$ cat src/rtl/unidade_controle_pkg.sv
// State encodings for the memory-game control unit; db_estado carries these codes.
package unidade_controle_pkg;

    typedef enum logic [4:0] {
        Inicial         = 5'h00,
        Preparacao      = 5'h01,
        IniciaRodada    = 5'h02,
        ExibeDado       = 5'h03,
        ProximoDado     = 5'h04,
        IniciaJogadas   = 5'h05,
        EsperaJogada    = 5'h06,
        Registra        = 5'h07,
        Compara         = 5'h08,
        ProximaJogada   = 5'h09,
        ProximoEscrita  = 5'h0A,
        EsperaEscrita   = 5'h0B,
        RegistraEscrita = 5'h0C,
        Escreve         = 5'h0D,
        FimAcertou      = 5'h0E,
        FimErrou        = 5'h0F,
        FimTimeout      = 5'h10
    } estado_t;

endpackage

$ cat src/rtl/unidade_controle.sv
// Moore FSM sequencing the memory-game datapath: replay, player check, new-move write.
module unidade_controle
    import unidade_controle_pkg::*;
(
    input  logic       clock,
    input  logic       reset,
    input  logic       iniciar,
    input  logic       fimRodada,
    input  logic       fimTotal,
    input  logic       igual,
    input  logic       jogada_feita,
    input  logic       fimTimeout,
    input  logic       fimExibicao,
    output logic       zeraCL,
    output logic       contaCL,
    output logic       registraModo,
    output logic       zeraC,
    output logic       contaC,
    output logic       escreve,
    output logic       zeraR,
    output logic       registraR,
    output logic       contaTimeout,
    output logic       zeraTimeout,
    output logic       contaExibicao,
    output logic       zeraExibicao,
    output logic       resetEdgeDetector,
    output logic       seletorLedsBM,
    output logic       mostraLeds,
    output logic       pronto,
    output logic       ganhou,
    output logic       perdeu,
    output logic       db_timeout,
    output logic [4:0] db_estado
);

    estado_t estadoAtual, proximoEstado;

    always_ff @(posedge clock) begin
        if (!reset) estadoAtual <= Inicial;
        else        estadoAtual <= proximoEstado;
    end

    always_comb begin
        proximoEstado = estadoAtual;
        case (estadoAtual)
            Inicial:         if (iniciar) proximoEstado = Preparacao;
            Preparacao:      proximoEstado = IniciaRodada;
            IniciaRodada:    proximoEstado = ExibeDado;
            ExibeDado: begin
                if (fimExibicao) proximoEstado = fimRodada ? IniciaJogadas : ProximoDado;
            end
            ProximoDado:     proximoEstado = ExibeDado;
            IniciaJogadas:   proximoEstado = EsperaJogada;
            // A move arriving with the timeout still counts.
            EsperaJogada: begin
                if (jogada_feita)    proximoEstado = Registra;
                else if (fimTimeout) proximoEstado = FimTimeout;
            end
            Registra:        proximoEstado = Compara;
            Compara: begin
                if (!igual)         proximoEstado = FimErrou;
                else if (!fimRodada) proximoEstado = ProximaJogada;
                else if (fimTotal)  proximoEstado = FimAcertou;
                else                proximoEstado = ProximoEscrita;
            end
            ProximaJogada:   proximoEstado = EsperaJogada;
            ProximoEscrita:  proximoEstado = EsperaEscrita;
            EsperaEscrita: begin
                if (jogada_feita)    proximoEstado = RegistraEscrita;
                else if (fimTimeout) proximoEstado = FimTimeout;
            end
            RegistraEscrita: proximoEstado = Escreve;
            Escreve:         proximoEstado = IniciaRodada;
            FimAcertou, FimErrou, FimTimeout: begin
                if (iniciar) proximoEstado = Preparacao;
            end
            default:         proximoEstado = Inicial;
        endcase
    end

    always_comb begin
        zeraCL            = 1'b0;
        contaCL           = 1'b0;
        registraModo      = 1'b0;
        zeraC             = 1'b0;
        contaC            = 1'b0;
        escreve           = 1'b0;
        zeraR             = 1'b0;
        registraR         = 1'b0;
        contaTimeout      = 1'b0;
        zeraTimeout       = 1'b0;
        contaExibicao     = 1'b0;
        zeraExibicao      = 1'b0;
        resetEdgeDetector = 1'b0;
        seletorLedsBM     = 1'b0;
        mostraLeds        = 1'b0;
        pronto            = 1'b0;
        ganhou            = 1'b0;
        perdeu            = 1'b0;
        db_timeout        = 1'b0;
        case (estadoAtual)
            Preparacao: begin
                zeraCL            = 1'b1;
                zeraC             = 1'b1;
                zeraR             = 1'b1;
                zeraTimeout       = 1'b1;
                zeraExibicao      = 1'b1;
                registraModo      = 1'b1;
                resetEdgeDetector = 1'b1;
            end
            IniciaRodada: begin
                zeraC        = 1'b1;
                zeraR        = 1'b1;
                zeraExibicao = 1'b1;
            end
            ExibeDado: begin
                contaExibicao = 1'b1;
                mostraLeds    = 1'b1;
                seletorLedsBM = 1'b1;
            end
            ProximoDado: begin
                contaC       = 1'b1;
                zeraExibicao = 1'b1;
            end
            IniciaJogadas: begin
                zeraC             = 1'b1;
                zeraR             = 1'b1;
                zeraTimeout       = 1'b1;
                resetEdgeDetector = 1'b1;
            end
            EsperaJogada, EsperaEscrita: contaTimeout = 1'b1;
            Registra, RegistraEscrita: begin
                registraR  = 1'b1;
                mostraLeds = 1'b1;
            end
            Compara:     mostraLeds = 1'b1;
            ProximaJogada, ProximoEscrita: begin
                contaC      = 1'b1;
                zeraTimeout = 1'b1;
            end
            // Address held still so the write lands on the current position.
            Escreve: begin
                escreve = 1'b1;
                contaCL = 1'b1;
            end
            FimAcertou: begin
                pronto = 1'b1;
                ganhou = 1'b1;
            end
            FimErrou: begin
                pronto = 1'b1;
                perdeu = 1'b1;
            end
            FimTimeout: begin
                pronto     = 1'b1;
                perdeu     = 1'b1;
                db_timeout = 1'b1;
            end
            default: ;
        endcase
    end

    assign db_estado = estadoAtual;

endmodule
$ cat config.mk
export PLATFORM = sky130hd
export DESIGN_NAME = unidade_controle
export DESIGN_NICKNAME = d
export VERILOG_FILES = /design/src/rtl/unidade_controle_pkg.sv /design/src/rtl/unidade_controle.sv
export SDC_FILE = /design/constraint.sdc
export NUM_CORES = 1
export LEC_CHECK = 0
export ABC_AREA = 0
export BUFFER_PORTS_ARGS = -buffer_cell sky130_fd_sc_hd__buf_2
export CELL_PAD_IN_SITES_DETAIL_PLACEMENT = 1
export CELL_PAD_IN_SITES_GLOBAL_PLACEMENT = 2
export CORE_MARGIN = 3
export CORE_UTILIZATION = 25
export CTS_BUF_LIST = sky130_fd_sc_hd__clkbuf_16
export CTS_CLUSTER_DIAMETER = 60
export DETAILED_ROUTE_END_ITERATION = 10
export GPL_ROUTABILITY_DRIVEN = 1
export PLACE_DENSITY_LB_ADDON = 0.1
export SLEW_MARGIN = 40
export SYNTH_ARGS = -nofsm -noshare
export SYNTH_HDL_FRONTEND = slang
export SYNTH_SLANG_ARGS = --single-unit
export TNS_END_PERCENT = 30
$ cat constraint.sdc
create_clock -name clock -period 2.3 [get_ports clock]
set_input_delay 0.115 -clock clock [delete_from_list [all_inputs] [get_ports clock]]
set_output_delay 0.115 -clock clock [all_outputs]
set_load 0.01 [all_outputs]
Yosys cells after proc, flatten, opt, wreduce, memory -nomap -nowiden. Cells that the tools add are included.

Register bits: 5. Bits in latches: 0. RAM bits: 0. Bits in read-only memories: 0. Input bits: 9. Output and inout port bits: 24. Logic and storage cells: 60. Memories: 0.

Add/sub/neg operators: 0. Multipliers: 0. Divide/modulo/power cells: 0. Magnitude comparators: 0. Eq/ne operators: 18. Shift-type cells: 0. Muxes and demuxes: 25. Bitwise gates (word level): 0. Reduce and logical (&&, ||, !) cells: 16.

Operators with widths (number): $pmux 5 s11 (1); $eq 5x4->1 const B (8); $mux 5 (5); $eq 5x3->1 const B (4); $mux 1 (16); $reduce_or 2->1 (7); $reduce_or 3->1 (4); $reduce_or 4->1 (3); $eq 5x2->1 const B (2); $mux 3 (3); $eq 5x1->1 const B (1); $eq 5x5->1 const B (1); $logic_not 5->1 (1); $ne 2x1->1 const B (1); $ne 2x2->1 const B (1); $reduce_and 2->1 (1).

Depth between registers and ports, before layout.
Depth in word-level cells: 4. Gate-level depth with buffers: 6. Depth with buffers taken out: 5.

Least setup slack after synthesis. Ideal clock, no wire load.

Path kind: flip-flop to output port. From: register estadoAtual[2], in the netlist db_estado[2]. To: output escreve. Arrival: 1.599 ns. Data required time: 2.185 ns. Slack: 0.586 ns. Stages on the path, launching flop included: 5. Buffers on the path: 3. Cell sequence: dfxtp_1 -> buf_6 -> buf_2 -> nor4b_1 -> buf_4.

Word-level cells in the longest chain between the ends: 2.

Ends and longest elaborated chain: start, declared (RTL line unidade_controle.sv:36) `estado_t estadoAtual, proximoEstado;`; start signal, assigned (RTL line unidade_controle.sv:39) `if (!reset) estadoAtual <= Inicial;`; start signal, assigned (RTL line unidade_controle.sv:40) `else estadoAtual <= proximoEstado;`; $eq 5x4->1; $mux 1; end, declared (RTL line unidade_controle.sv:19) `output logic escreve,`.

Every way passes these cells.

Worst setup path in the final report.
From: register estadoAtual[0], in the netlist db_estado[0]. To: output mostraLeds.

Word-level cells in the longest chain between the ends: 3. Elaborated cells on any way between the ends: 6. Those cells by class: 4 x eq/ne; 1 x mux; 1 x reduce/logical.

Ends and longest elaborated chain: $eq 5x4->1 (tied with other cells) (RTL line unidade_controle.sv:101) `case (estadoAtual)`; $reduce_or 4->1 (no line) (*); $mux 1 (*) (RTL line unidade_controle.sv:101); end, declared (RTL line unidade_controle.sv:28) `output logic mostraLeds,`.

Mark *: on every way between the ends. The rest lies on a longest branch, timed or not.

==> qor.yml <==
power:
  p_int_mw: 0.630
  leakage_nw: 0.467
  clock_power_share_pct: 24.9
  combPwrFrac_pct: 57.3
  swShare_pct: 43.3
  cellPowerDensity_nw_per_um2: 1140
  ir_drop_mv: 0.557
  p_sw_mw: 0.482
  p_seq_share_pct: 17.8
floorplan:
  die_x_um: 60.7
  coreArea_um2: 2810
  die-area_um2: 3680
  fp.dieH_um: 60.7
  ioPinCount: 33
  rows: 19
  start_util_pct: 26.6
setup_path:
  r2r_cells: 5
  crit_slowest_cell: "dfxtp_1"
  cp-end-kind: "primary output"
  crit_arrival_ns: 1.87
  critPathMaxStageDelay_ns: 0.63
  critical_path_class: "flip-flop to primary output"
  cp.required_ns: 2.18
  crit_fanout: 13
  path_cells: "buf_4 -> nor2b_1 -> a21oi_1 -> nor3b_1 -> or3_1 -> buf_2"
  start_kind: "flip-flop"
  rrSetupSlack_ns: 0.46
sta:
  setup_tns_ns: 0
  report.final.slew_viol_count: 0
  layout_min_cycle_time_ns: 1.98
  worstMarginPinSlew_ns: 0.681
  finClkSkew_ns: 0.00293
  final_hold_viol_count: 0
  slew_headroom_pct: 54.6
  max_freq_mhz: 504
  finalSetupViolCount: 0
  period_share_pct: 86.3
  fin_ws_ns: 0.316
  holdWs_ns: 0.194
  rsz0062_at_grt: "false"
status:
  status: "finished clean"
detailed_routing:
  viasPerCell: 5.14
  ant_nets: 0
  drt-initial-drc-count: 18
  wl_um: 2470
  route.detailed.drc: 0
  drtPass1Iterations: 4
  vias: 859
  wl_per_cell_um: 14.8
global_routing:
  grt_pass1_vias: 824
  grt_overflow_total: 0
  grt_max_degree: 21
  track_usage_pct: 14.1
  grt_antenna_before_repair: 0
  grt_pass1_wl_um: 3970
cells_and_area:
  layout_common_cells: "buf_2 (32), nor2_1 (10), a21oi_1 (9)"
  fin_util_pct: 34.7
  fin_area_um2: 975
  nets: 146
  layout_commonest_cell: "buf_2"
  diodes: 0
  area_delta_synth_final_pct: 30.5
  drive_gt1_share_pct: 33.1
  largest_register_ffs: 5
flow_run:
  maxCapViolCount: 0
yosys:
  yosys_warnings: 0
  synth_cells: 108
  yosysTopAreaCell: "dfxtp_1"
  syn_nets: 117
  syn_area_um2: 747
  synth-seq-cells: 5
  ys_top_cells_by_area: "dfxtp_1 (13%), nand2b_1 (6.7%), a21oi_1 (6.0%), buf_4 (5.0%), nor2_1 (5.0%)"
  seq_area_frac_synth_pct: 13.4
  synth_top_area_share_pct: 13.4
  synth_cell_types: 38
  synth_area_per_cell_um2: 6.92
place:
  place_ws_ns: 0.467
  routabilityCongestion: 0.835
  placed_cell_area_um2: 896
  place_hpwl_um: 1940
  port_buffers: 32
clock_tree:
  postCtsSetupBuffers: 0
  cts_buffers: 3
  clk_latency_ns: 0.22
  hold_buffers: 0
  clkTransAtPathRegs_ns: 0.03
  clockRootBuffer: "clkbuf_16"
  htreeDepth: 1
  cts_tree: "done"
  clock_sinks: 5
  cts.repair.resized: 0
  clk_path_buf_depth: 2
hold_path:
  whs_path_depth: 2
  min_path_type: "primary input to flip-flop"
==> power by group through the flow <==
stage / Combinational (mW) / Sequential [mW] / Clock, mW
2_1_floorplan: 0.520 / 0.140 / 0
3_3_place_gp: 0.642 / 0.203 / 0
3_5_place_dp: 0.642 / 0.200 / 0
4_1_cts: 0.645 / 0.199 / 0.283
5_1_grt: 0.721 / 0.209 / 0.293
6_report: 0.637 / 0.198 / 0.277
==> cells by family (layout without fill, tap and decap cells) <==
kind of cell / count (synthesis) / after routing / share of synthesized area [%]
flip-flops: 5 / 5 / 13.4
XOR/XNOR: 1 / 1 / 1.17
buffers and inverters: 19 / 47 / 15.2
AO/OA/AOI/OAI: 31 / 31 / 29.5
AND/OR/NAND/NOR: 52 / 52 / 40.7
==> layer usage <==
| metal | GRT usage [%] | up-vias | wire (um) |
|---|---|---|---|
| li1 | - | 442 | - |
| met2 | 22.0 | 22 | 1160 |
| met4 | 0.619 | 0 | 0 |
| met5 | 0 | - | 0 |
| met3 | 3.19 | 0 | 98 |
| met1 | 20.7 | 395 | 1210 |
==> critical path: cells and delay by family, from the launching register on <==
family,cells,cell delay (ns)
AO/OA/AOI/OAI,1,0.08
AND/OR/NAND/NOR,3,0.56
buffers and inverters,2,0.37
flip-flops,1,0.63
==> area by class of cell <==
class,instances,area [um2]
Tap cell,31,38.8
Inverter,5,18.8
Fill cell,366,1830
Sequential cell,5,100
Timing Repair Buffer,38,205
Multi-Input combinational cell,84,533
Clock inverter,1,3.75
Clock buffer,3,75.1
==> final timing paths <==
path / end / start
max: mostraLeds / db_estado[0]
min: db_estado[3] / reset
max reg2reg: db_estado[1] / db_estado[2]
min reg2reg: db_estado[1] / db_estado[4]
==> through the flow <==
stage | power [mW] | cells
2_1_floorplan | 0.660 | 108
3_3_place_gp | 0.845 | 163
3_5_place_dp | 0.842 | 163
4_1_cts | 1.13 | 167
5_1_grt | 1.22 | 167
6_report | 1.11 | 167
==> Yosys cell counts <==
cell,n
nor2b_1,5
o21ai_1,3
nand2_1,7
and2_1,2
nor3b_1,3
inv_1,5
a32oi_1,1
nor4_1,2
o31a_1,1
dfxtp_1,5
or3_1,2
and4b_1,1
and3_1,1
a22oi_1,3
buf_4,5
buf_2,7
o32ai_1,1
nand4_1,1
nand2b_1,8
nor3_2,1
a221o_1,1
nor2_1,10
o21ai_0,3
nor4_4,1
nor4b_1,1
a21o_1,1
or2_2,1
nand3_1,2
xnor2_1,1
o21ba_1,1
o21bai_1,1
a21oi_1,9
a32o_1,3
o32a_1,1
a21o_4,1
nor3_1,4
buf_6,2
o22ai_1,1
(Power assumes the default switching activity.)
